$ cat src/rtl/imem_loader.sv
// Purpose: loads a little-endian byte stream into instruction memory as words and holds the core in reset until the load is done.
// Latency: one word per 5 cycles (4 byte cycles + 1 write cycle); done rises 2 cycles after the final byte is accepted.
// Backpressure: byte_ready is high only while collecting bytes; it drops during the write cycle and outside a load.
module imem_loader #(
    parameter int DATA_WIDTH    = 32,
    parameter int ADDRESS_WIDTH = 32,
    parameter int MEM_SIZE      = 256
) (
    input  logic                       clk,
    input  logic                       rst,
    input  logic                       start,
    input  logic [$clog2(MEM_SIZE):0]  num_words,
    input  logic                       byte_valid,
    input  logic [7:0]                 byte_data,
    output logic                       byte_ready,
    output logic                       mem_we,
    output logic [ADDRESS_WIDTH-1:0]   mem_addr,
    output logic [DATA_WIDTH-1:0]      mem_wdata,
    output logic                       busy,
    output logic                       done,
    output logic                       error,
    output logic                       cpu_rst
);

    localparam int NW_W   = $clog2(MEM_SIZE) + 1;
    localparam int WIDX_W = (MEM_SIZE > 1) ? $clog2(MEM_SIZE) : 1;
    localparam int BYTES  = DATA_WIDTH / 8;
    localparam int BIDX_W = (BYTES > 1) ? $clog2(BYTES) : 1;

    typedef enum logic [1:0] {
        IDLE  = 2'd0,
        RECV  = 2'd1,
        WRITE = 2'd2,
        DONE  = 2'd3
    } state_t;

    state_t                  state;
    logic [NW_W-1:0]         num_words_q;
    logic [WIDX_W-1:0]       word_idx;
    logic [BIDX_W-1:0]       byte_idx;
    logic [DATA_WIDTH-1:0]   word_buf;

    logic                    byte_take;
    logic                    num_ok;
    logic                    last_byte;
    logic                    last_word;
    logic [DATA_WIDTH-1:0]   next_word;

    // A byte moves only on a valid/ready handshake; ready is already restricted to RECV.
    assign byte_take = byte_valid && byte_ready;
    // Legal counts are 1..MEM_SIZE, which also bounds word_idx to MEM_SIZE-1.
    assign num_ok    = (num_words != '0) && (num_words <= NW_W'(MEM_SIZE));
    assign last_byte = (byte_idx == BIDX_W'(BYTES - 1));
    assign last_word = (NW_W'(word_idx) == (num_words_q - NW_W'(1)));
    // Shifting in from the top leaves the first byte of a word in bits [7:0] after BYTES shifts.
    assign next_word = {byte_data, word_buf[DATA_WIDTH-1:8]};

    // Load sequencer: every output is a register updated on the state transition that precedes it.
    always_ff @(posedge clk) begin
        if (rst) begin
            state       <= IDLE;
            num_words_q <= '0;
            word_idx    <= '0;
            byte_idx    <= '0;
            word_buf    <= '0;
            byte_ready  <= 1'b0;
            mem_we      <= 1'b0;
            mem_addr    <= '0;
            mem_wdata   <= '0;
            busy        <= 1'b0;
            done        <= 1'b0;
            error       <= 1'b0;
            cpu_rst     <= 1'b1;
        end else begin
            case (state)
                IDLE: begin
                    if (start) begin
                        if (num_ok) begin
                            num_words_q <= num_words;
                            word_idx    <= '0;
                            byte_idx    <= '0;
                            done        <= 1'b0;
                            error       <= 1'b0;
                            busy        <= 1'b1;
                            cpu_rst     <= 1'b1;
                            byte_ready  <= 1'b1;
                            state       <= RECV;
                        end else begin
                            error <= 1'b1;
                            done  <= 1'b0;
                        end
                    end
                end
                RECV: begin
                    if (byte_take) begin
                        word_buf <= next_word;
                        if (last_byte) begin
                            // Stop accepting so the byte offered during the write cycle stays with the source.
                            byte_ready <= 1'b0;
                            byte_idx   <= '0;
                            mem_we     <= 1'b1;
                            mem_addr   <= ADDRESS_WIDTH'({word_idx, 2'b00});
                            mem_wdata  <= next_word;
                            state      <= WRITE;
                        end else begin
                            byte_idx <= byte_idx + BIDX_W'(1);
                        end
                    end
                end
                WRITE: begin
                    mem_we <= 1'b0;
                    if (last_word) begin
                        state <= DONE;
                    end else begin
                        word_idx   <= word_idx + WIDX_W'(1);
                        byte_idx   <= '0;
                        byte_ready <= 1'b1;
                        state      <= RECV;
                    end
                end
                DONE: begin
                    done    <= 1'b1;
                    busy    <= 1'b0;
                    cpu_rst <= 1'b0;
                    state   <= IDLE;
                end
                default: begin
                    state <= IDLE;
                end
            endcase
        end
    end

endmodule

$ cat config.mk
export PLATFORM = sky130hd
export DESIGN_NAME = imem_loader
export DESIGN_NICKNAME = d
export VERILOG_FILES = /design/src/rtl/imem_loader.sv
export SDC_FILE = /design/constraint.sdc
export NUM_CORES = 1
export LEC_CHECK = 0
export ABC_AREA = 1
export CAP_MARGIN = 10
export CORE_MARGIN = 1
export CORE_UTILIZATION = 50
export CTS_CLUSTER_DIAMETER = 30
export DETAILED_ROUTE_END_ITERATION = 10
export GPL_TIMING_DRIVEN = 0
export PLACE_DENSITY = 0.91
export SYNTH_ARGS = -nofsm -noshare
export SYNTH_HDL_FRONTEND = slang
export SYNTH_SLANG_ARGS = --single-unit
$ cat constraint.sdc
create_clock -name clk -period 1.8 [get_ports clk]
set_input_delay 0.18 -clock clk [delete_from_list [all_inputs] [get_ports clk]]
set_output_delay 0.18 -clock clk [all_outputs]
set_load 0.005 [all_outputs]
After elaboration in Yosys (flattened, before gate mapping)
Cells that the tools add are included.
- output and inout port bits: 70
- input bits: 21
- word-level logic and storage cells: 75
- flip-flop bits (word level): 99
- add/subtract/negate cells: 3
- muxes and demuxes: 29
- reductions and logical operators: 19
- order comparisons: 1
- equal/unequal tests: 10
- operators by type and width (kind ; count):
    8-bit two-way mux ; 3
    2-bit two-way mux ; 10
    8-bit one-hot mux with 2 select lines ; 1
    3-bit AND reduction ; 4
    2-bit inequality test, second input constant ; 5
    8-bit by 9-bit == test with 1-bit output ; 1
    9-bit less-or-equal comparator, second input constant ; 1
    1-bit two-way mux ; 9
    9-bit nonzero test ; 1
    9-bit by 1-bit subtractor with 9-bit output, second input constant ; 1
    8-bit by 1-bit adder with 8-bit output, second input constant ; 1
    2-bit one-hot mux with 4 select lines ; 1
    4-bit AND reduction ; 2
    2-bit == test, second input constant ; 3
    1-bit one-hot mux with 2 select lines ; 3
    2-bit one-hot mux with 3 select lines ; 1
    2-bit AND reduction ; 3
    6-bit AND reduction ; 1
    2-bit nonzero test ; 3
    5-bit AND reduction ; 1
    1-bit one-hot mux with 3 select lines ; 1
    3-bit nonzero test ; 1
    2-bit by 1-bit adder with 2-bit output, second input constant ; 1
    2-bit by 1-bit == test with 1-bit output, second input constant ; 1
    other kinds (2) ; 3

Longest topological paths before layout
- depth after elaboration: 5
- gate-level depth with buffers: 13
- gate-level depth less buffers: 13

Least setup slack after synthesis
Ideal clock, no wire load.
- path type: register to register
- from: register num_words_q[0]
- to: register word_idx[2]
- buffers on the path: 1
- data arrival time: 1601 ps
- cell stages (with the launch flop): 12
- setup slack: 131 ps
- setup time: 68 ps
- period minus slack after synthesis: 1669 ps
- required time: 1732 ps
- path through: dfxtp_1 -> inv_2 -> ha_1 -> xnor2_1 -> nor2_1 -> nand3_1 -> nor2_2 -> nand3_4 -> nand3_4 -> buf_6 -> nand2_1 -> a21oi_2
- cells in the longest elaborated chain, start to end: 4
- RTL lines (item ; line ; RTL):
    start, declared ; 38 ; logic [NW_W-1:0] num_words_q;
    start signal, assigned ; 79 ; num_words_q <= num_words;
    9-bit by 1-bit subtractor with 9-bit output ; 54 ; assign last_word = (NW_W'(word_idx) == (num_words_q - NW_W'(1)));
    8-bit by 9-bit == test with 1-bit output ; 54 ;
    2-bit inequality test (no source line) ; n/a ;
    4-bit AND reduction (no source line) ; n/a ;
    end signal, assigned ; 115 ; word_idx <= word_idx + WIDX_W'(1);
    end, declared ; 39 ; logic [WIDX_W-1:0] word_idx;
No other way between the ends.
A chain may end at the register's enable or synchronous reset.

Worst setup path in the final report
- from: register num_words_q[0]
- to: register state[1]
- cells in the longest elaborated chain, start to end: 4
- RTL lines (item ; line ; RTL):
    9-bit by 1-bit subtractor with 9-bit output ; 54 ;
    8-bit by 9-bit == test with 1-bit output ; 54 ;
    2-bit two-way mux ; 112 ; if (last_word) begin
    2-bit one-hot mux with 4 select lines ; 75 ; case (state)
    end signal, assigned ; 61 ; state <= IDLE;
    end signal, assigned ; 113 ; state <= DONE;
    end signal, assigned ; 118 ; state <= RECV;
    end, declared ; 37 ; state_t state;
No other way between the ends.

==> reports/metrics.yaml <==
final_layout:
  postLayoutCellArea_mm2: 0.00507
  layout-drive-gt1-share: 0.135
  antenna_cells: 0
  instances_no_fill: 740
  fin_util: 0.659
  syn_to_final_growth_pct: 28.2
  fin_nets: 658
placed_design:
  placed_cell_area_mm2: 0.00482
  dp_worst_setup_slack_ps: -261
  port_buffers: 65
  hpwlAfterDp_um: 6980
  place.gp.congestion: 0.882
  place_inst: 723
clock_network:
  cts_num_sinks: 91
  clock_path_buffers: 2
  cts_tree: "built"
  clock-root-buffer: "clkbuf_8"
  cts_buffers: 9
  worstSkewPairLatency_ps: 370
  cts_max_level: 3
  cts_hold_buf: 0
  clk_pin_slew_worst_paths_ps: 80
synth:
  ys_seq_area_frac: 0.461
  yosys_warnings: 0
  synthXorXnorAreaFrac: 0.0199
  synth_compound_area_frac: 0.150
  async_reset_ff_frac: 0
  synth_most_common_cell: "nand2_1"
  synth_top_family_by_area: "simple AND/OR/NAND/NOR gates"
  synth_top_area_cell: "dfxtp_1"
  syn_inst: 533
  synth_top_area_frac: 0.461
  synth-simple-area-share: 0.246
  synthesis.area_mm2: 0.00395
  synth_cell_types: 32
  synthAdderAreaFrac: 0.00950
  yosys-top-cells-count: "nand2_1 (100), dfxtp_1 (91), nor2_1 (90)"
  synthFlopType: "dfxtp_1"
  synth.area.top_cells: "dfxtp_1 (46%), nand2_1 (9.5%), nor2_1 (8.5%), o21ai_0 (7.2%), a21oi_1 (6.6%)"
  synth.avg_cell_area_um2: 7.42
  synth_edf_count: 0
  synth-seq-cells: 91
  muxShareOfSynthArea: 0
global_route:
  grtUsageTotal: 0.242
  antenna_found_initial: 0
  grt_pass1_vias: 3513
  grt-ovfl-total: 0
  grt_pass1_wl_um: 16000
  grt_max_degree: 16
timing:
  setup_viol: 0
  min_period_over_period: 0.953
  max_freq_ghz: 0.583
  final_hold_viol_count: 0
  relSlewSlack: 0.593
  rsz0062_at_grt: "yes"
  fin_ws_ps: 84.5
  drv_slew: 0
  skew_ps: 8.36
  tightest_slew_ps: 611
  final.setup.tns_ps: 0
  post-route-min-period_ps: 1720
power_and_ir_drop:
  powerDensity_mw_per_mm2: 911
  p_leak_nw: 2.14
  irDropWorstVdd_uv: 622
die:
  dieHeight_um: 90.9
  die_w_um: 90.9
  dieArea_mm2: 0.00826
  core_mm2: 0.00769
  initial_core_util: 0.514
  num_rows: 32
  pin_count: 91
routing:
  avgRoutedWirePerCell_um: 13.1
  antenna_left: 0
  dr.pass1.iters: 6
  routed_wl_um: 9710
  routed-via-count: 3777
  drt-initial-drc-count: 249
  viasPerCell: 5.10
  drc_errors: 0
worst_setup_path:
  crit_required_ps: 2090
  crit_fanout: 10
  end_kind: "register"
  cp.arrival_ps: 2010
  critPathKind: "reg2reg"
  critPathLaunchType: "register"
min_path:
  hp-class: "in2reg"
outcome:
  outcome: "finished, final reports clean"
job:
  maxCapViolCount: 0
==> worst paths after layout <==
check	start	to	slack (ps)	depth (start not counted)
min	rst	word_buf[13]	210	2
max	num_words_q[0]	state[1]	80	11
min reg2reg	word_buf[9]	word_buf[9]	460	2
max reg2reg	num_words_q[0]	state[1]	80	11
==> power breakdown <==
part           switching (mW)  internal (mW)  total, mW
clock network           0.732          0.644       1.38
registers               0.104           2.14       2.24
logic                   0.604          0.395      0.999
==> logic make-up after synthesis <==
group / count (synthesis)
and+or+nand+nor: 229
buffers and inverters: 85
AOI/OAI and AO/OA: 115
xor gates and xnor gates: 9
DFF: 91
adders and majority gates: 3
other: 1
==> layout make-up <==
class                   instances  area (um2)
plain buffers                  51         327
clock buffers                  10         128
clock inverters                 5        62.6
fillers                       644        2620
inverters                      34         128
multi-input cells             380        1800
flip-flops and latches         91        1820
well taps                     102         128
repair buffers                 67         666
==> layer usage <==
metal,part of all wire,vias up,GRT usage
met5,0,-,0
met4,0.024,0,0.103
met2,0.50,168,0.434
li1,-,1864,-
met1,0.39,1724,0.275
met3,0.084,21,0.0547
==> what timing repair did <==
action,in CTS,in global routing
pin swaps,2,0
endpoints found under the setup margin,22,50
resized for setup,4,13
setup buffers,2,0
==> state kept, by name, indices dropped and copies added, names as in the netlist <==
name and cells:
busy 1, byte_idx 2, byte_ready 1, cpu_rst 1
done 1, error 1, mem_addr 8, mem_wdata 32
mem_we 1, num_words_q 9, state 2, word_buf 24
word_idx 8
==> through the flow <==
step	hold slack [ps]	total power, mW
CTS	202	4.58
global placement	439	3.17
global route	254	4.83
floorplan	315	2.95
finish	212	4.61
detailed placement	451	3.21
==> critical path: stages (launching register included) <==
cell     delay, ps
dfxtp_2        340
inv_2           60
ha_4           230
xnor2_1        120
nor2_1          90
nand3_1         90
nor2_2         130
nand3_4        130
nand3_4        100
buf_8          140
nand2_1         80
nor3_2         120
==> layout by cell type, fill, tap and decap left out, drive strengths merged, types with 2 or more instances in the layout <==
cell type and n:
ha 3, xor2 5, clkinvlp 2, clkdlybuf4s50 65, dfxtp 91, conb 24
nor2 98, o21ai 59, a21oi 54, clkbuf 22, nand3 16, xnor2 4
nor3 5, nand2 102, inv 36, nand4 6, buf 41
Note: power is estimated with default switching activity, not from simulation.
